[config.mk]
export PLATFORM = sky130hd
export DESIGN_NAME = acc8_stream
export DESIGN_NICKNAME = d
export VERILOG_FILES = /design/src/rtl/acc8_stream.sv
export SDC_FILE = /design/constraint.sdc
export NUM_CORES = 1
export LEC_CHECK = 0
export CAP_MARGIN = 20
export CORE_ASPECT_RATIO = 1.4
export CORE_UTILIZATION = 40
export CTS_BUF_LIST = sky130_fd_sc_hd__clkbuf_4
export DETAILED_ROUTE_END_ITERATION = 16
export GPL_ROUTABILITY_DRIVEN = 1
export PLACE_DENSITY = 0.67
export SYNTH_ARGS = -nofsm -noshare
export SYNTH_HDL_FRONTEND = slang
export SYNTH_SLANG_ARGS = --single-unit
[constraint.sdc]
create_clock -name clk -period 4.1 [get_ports clk]
set_clock_uncertainty 0.05 [all_clocks]
set_input_delay 0.82 -clock clk [delete_from_list [all_inputs] [get_ports clk]]
set_output_delay 0.82 -clock clk [all_outputs]
set_load 0.1 [all_outputs]
[src/rtl/acc8_stream.sv]
// Burst accumulator in front of an 8-bit ripple-carry adder, with a valid/ready result port.
// Optional macro ACC8_SAT_EN: saturate the running total to 0xFF once any carry-out occurs.

module adder8 (
  input  logic [7:0] a,
  input  logic [7:0] b,
  output logic [7:0] sum,
  output logic       overflow
);
  logic [8:0] w_carry;

  always_comb begin
    w_carry    = '0;
    sum        = '0;
    for (int unsigned i = 0; i < 8; i++) begin
      sum[i]       = a[i] ^ b[i] ^ w_carry[i];
      w_carry[i+1] = (a[i] & b[i]) | (w_carry[i] & (a[i] ^ b[i]));
    end
    overflow = w_carry[8];
  end
endmodule

module acc8_stream #(
  parameter int unsigned LEN_W = 4
) (
  input  logic             clk,
  input  logic             rst_n,
  input  logic             start,
  input  logic [LEN_W-1:0] burst_len,
  input  logic [7:0]       in_data,
  input  logic             in_valid,
  output logic             in_ready,
  output logic [7:0]       out_sum,
  output logic             out_overflow,
  output logic             out_valid,
  input  logic             out_ready,
  output logic             busy
);
  typedef enum logic [1:0] {
    IDLE  = 2'd0,
    ACCUM = 2'd1,
    HOLD  = 2'd2
  } state_t;

  state_t           r_state;
  logic [7:0]       r_acc;
  logic             r_sticky;
  logic [LEN_W-1:0] r_remaining;
  logic             r_in_ready;
  logic             r_out_valid;
  logic             r_busy;

  logic [7:0]       w_sum;
  logic             w_carry_out;
  logic [7:0]       w_acc_next;

  adder8 u_adder8 (
    .a        (r_acc),
    .b        (in_data),
    .sum      (w_sum),
    .overflow (w_carry_out)
  );

`ifdef ACC8_SAT_EN
  assign w_acc_next = (w_carry_out || r_sticky) ? 8'hFF : w_sum;
`else
  assign w_acc_next = w_sum;
`endif

  // Handshake flags are registered alongside the state so they change on the same edge.
  always_ff @(posedge clk) begin
    if (!rst_n) begin
      r_state     <= IDLE;
      r_acc       <= '0;
      r_sticky    <= 1'b0;
      r_remaining <= '0;
      r_in_ready  <= 1'b0;
      r_out_valid <= 1'b0;
      r_busy      <= 1'b0;
    end else begin
      case (r_state)
        IDLE: begin
          if (start) begin
            r_acc       <= '0;
            r_sticky    <= 1'b0;
            r_remaining <= burst_len;
            r_busy      <= 1'b1;
            if (burst_len == '0) begin
              r_state     <= HOLD;
              r_out_valid <= 1'b1;
            end else begin
              r_state    <= ACCUM;
              r_in_ready <= 1'b1;
            end
          end
        end
        ACCUM: begin
          if (in_valid) begin
            r_acc       <= w_acc_next;
            r_sticky    <= r_sticky | w_carry_out;
            r_remaining <= r_remaining - 1'b1;
            if (r_remaining == LEN_W'(1)) begin
              r_state     <= HOLD;
              r_in_ready  <= 1'b0;
              r_out_valid <= 1'b1;
            end
          end
        end
        HOLD: begin
          if (out_ready) begin
            r_state     <= IDLE;
            r_out_valid <= 1'b0;
            r_busy      <= 1'b0;
          end
        end
        default: begin
          r_state     <= IDLE;
          r_in_ready  <= 1'b0;
          r_out_valid <= 1'b0;
          r_busy      <= 1'b0;
        end
      endcase
    end
  end

  assign in_ready     = r_in_ready;
  assign out_valid    = r_out_valid;
  assign busy         = r_busy;
  assign out_sum      = r_acc;
  assign out_overflow = r_sticky;
endmodule

==> flow_summary.yaml, run 1 <==
routing:
  final_antenna_net_count: 0
  routed-wl-met3_microns: 105
  initialDrtViolationCount: 19
  drtPass1Iterations: 4
  routedWlPerCell_microns: 12.8
  wl_met2_microns: 1230
  drc_errors: 0
  vias: 956
  wl_met1_microns: 949
  wl_microns: 2310
  highest_layer: "met4"
  via_per_inst: 5.28
worst_setup_path:
  reg2reg_slack_ns: 0.91
  cp_slowest_cell: "fa_1"
  max_stage_delay_ns: 0.49
  crit_type: "primary input to flip-flop"
  crit_chain: "clkdlybuf4s50_1 -> ha_1 -> inv_1 -> fa_1 -> inv_1 -> fa_1 -> inv_1 -> fa_1 -> fa_1 -> inv_1 -> fa_1 -> fa_1 -> fa_1 -> nand2_1 -> a21oi_1"
  crit_arrival_ns: 3.98
  critPathLaunchType: "primary input"
  path_common_cell: "fa_1"
  cp_num_buf_inv: 5
  worst_r2r_startpoint: "out_sum[0]$_SDFFE_PN0P_"
  r2r-end: "out_sum[7]$_SDFFE_PN0P_"
  critPathMaxFanout: 1
  cp-end-kind: "flip-flop"
  cp_top_family: "adder cells"
  r2r_cells: 14
  cp_data_required_time_ns: 4.27
clock_network:
  cts_buffer_depth: 2
  tritoncts: "yes"
  post_cts_buffers: 0
  cts_root_buffer: "clkbuf_4"
  cts_hold_buf: 0
  path_clk_slew_ns: 0.10
  clk_latency_ns: 0.28
  cts-htree-levels: 1
  cts_buffers: 3
  clock_sinks: 18
  cts_resized: 0
synthesis:
  synth.avg_cell_area_sq_um: 9.05
  synth_top_area_share_pct: 33.2
  synth-edff-count: 0
  synth_top_cell_by_area: "dfxtp_1"
  netlist_top_cells_area: "dfxtp_1 33%, fa_1 13%, a21oi_1 6.0%, inv_1 4.8%, buf_6 4.1%"
  ys_types: 39
  ys_ff_latch: 18
  ys_warn_count: 0
  ys_async_sr_fraction_pct: 0
  ys_seq_area_share_pct: 33.2
  netlist_area_sq_um: 1090
  synthFlopType: "dfxtp_1"
  syn_inst: 120
  synth.net_count: 147
floorplan:
  die_w_microns: 46.0
  core-area_sq_um: 2590
  rows: 22
  io_pins: 29
  initial_core_util_pct: 42.0
  dieArea_sq_um: 2930
  die_h_microns: 63.7
worst_hold_path:
  hold_class: "flip-flop to flip-flop"
  worst_hold_path.endpoint: "busy$_SDFFE_PN0P_"
  worstHoldStart: "busy$_SDFFE_PN0P_"
  min_path_cells: 2
grt:
  grt_max_degree: 24
  antenna_found_initial: 0
  grt_pass1_vias: 956
  overflow: 0
  track_usage_pct: 17.9
  grt_pass1_wl_microns: 3970
placed_design:
  postPlaceCellArea_sq_um: 1360
  numPortBuffers: 28
  dp_hpwl_microns: 1790
  gp_congestion: 0.725
finish:
  area_delta_synth_final_pct: 27.3
  final_nets: 173
  n_antenna_cell: 0
  fin_util_pct: 53.4
  drive_above_1_share_pct: 6.21
  final_cell_mix: "28 x clkdlybuf4s50_1, 18 x dfxtp_1, 14 x inv_1"
  final_area_sq_um: 1380
  final_common_cell: "clkdlybuf4s50_1"
timing:
  worst_slew_pin_slew_ns: 0.971
  max_slew_margin_pct: 35.1
  drv_slew: 0
  grt_setup_unrepaired: "no"
  post-route-min-period_ns: 3.81
  setup_viol: 0
  hold_viol_final: 0
  max_freq_mhz: 262
  finalCritPeriodShare_pct: 93.0
power_and_ir_drop:
  ir_drop_uv: 184
  p_per_area_nw_per_um2: 306
  p_leak_nw: 0.519
  power.total_w: 0.000424
run_status:
  status: "completed"
job:
  maxCapViolations: 0
[cells in the mapped netlist (2+ instances only)]
| master | n |
|---|---|
| a21oi_1 | 13 |
| buf_2 | 2 |
| buf_6 | 4 |
| clkbuf_1 | 2 |
| dfxtp_1 | 18 |
| fa_1 | 7 |
| ha_1 | 3 |
| inv_1 | 14 |
| nand2_1 | 10 |
| nand2b_1 | 4 |
| nor2_1 | 4 |
| nor3_1 | 2 |
| o2111ai_1 | 2 |
| o21ai_0 | 6 |
| o21ai_1 | 5 |
[registers in the layout, indices dropped and copies added (netlist names)]
name,count
out_valid,1
r_remaining,4
out_overflow,1
r_state,2
in_ready,1
out_sum,8
busy,1
[through the flow]
step	worst slack, ns	std cells	setup TNS (ns)	hold WS (ns)
floorplan	0.399	120	0	0.416
global placement	0.0980	177	0	0.400
detailed placement	-0.0193	177	-0.0193	0.399
CTS	0.287	181	0	0.414
global route	0.182	181	0	0.444
finish	0.288	181	0	0.412
[logic make-up (layout without fill, tap and decap cells)]
logic type      count (synthesis)  after routing  share of synthesized area, %
mux                             2              2                          1.96
buf+inv                        23             48                          11.2
simple gates                   32             32                          17.7
compound gates                 35             35                          19.6
fa+ha+maj                      10             10                          16.4
flops                          18             18                          33.2
[worst min-delay path, stage by stage, from the launching register on]
cell and delay [ns]:
dfxtp_1 0.32, nand2_1 0.05, a21oi_1 0.05
[area by class of cell]
class	instances	area (sq um)
clock buffer	3	22.5
fill	271	1200
multi-input combinational	79	604
sequential	18	360
inverter	15	58.8
tap	36	45.0
clock inverter	1	3.75
timing repair buffer	29	288
[worst max-delay path by stage]
stage / start / to / slack (ns) / cells after the start
global route: in_data[0] / out_sum[7]$_SDFFE_PN0P_ / 0.18 / 15
floorplan: out_sum[0]$_SDFFE_PN0P_ / out_sum[7]$_SDFFE_PN0P_ / 0.40 / 14
CTS: in_data[0] / out_sum[7]$_SDFFE_PN0P_ / 0.29 / 15
global placement: in_data[0] / out_sum[7]$_SDFFE_PN0P_ / 0.1 / 15
finish: in_data[0] / out_sum[7]$_SDFFE_PN0P_ / 0.29 / 15
detailed placement: in_data[0] / out_sum[7]$_SDFFE_PN0P_ / -0.02 / 15
[power by group]
part	internal (W)	switching (W)
logic	0.0000519	0.0000830
clock network	0.0000353	0.0000528
registers	0.000187	0.0000141
total	0.000274	0.000150
[per-layer routing]
metal	vias up	track usage, %
met2	30	31.3
li1	465	-
met4	0	7.35
met5	-	0
met1	457	20.8
met3	4	2.01
Power figures use the tool's default switching activity.
==> run 2, diff against run 1 <==
--- a/config.mk
+++ b/config.mk
@@ -7,6 +7,7 @@
 export LEC_CHECK = 0
 export CAP_MARGIN = 20
 export CORE_ASPECT_RATIO = 1.4
+export CORE_MARGIN = 1
 export CORE_UTILIZATION = 40
 export CTS_BUF_LIST = sky130_fd_sc_hd__clkbuf_4
 export DETAILED_ROUTE_END_ITERATION = 16
==> results of run 2 <==
Same layout as run 1: the final DEF is identical, and so are final timing and power.
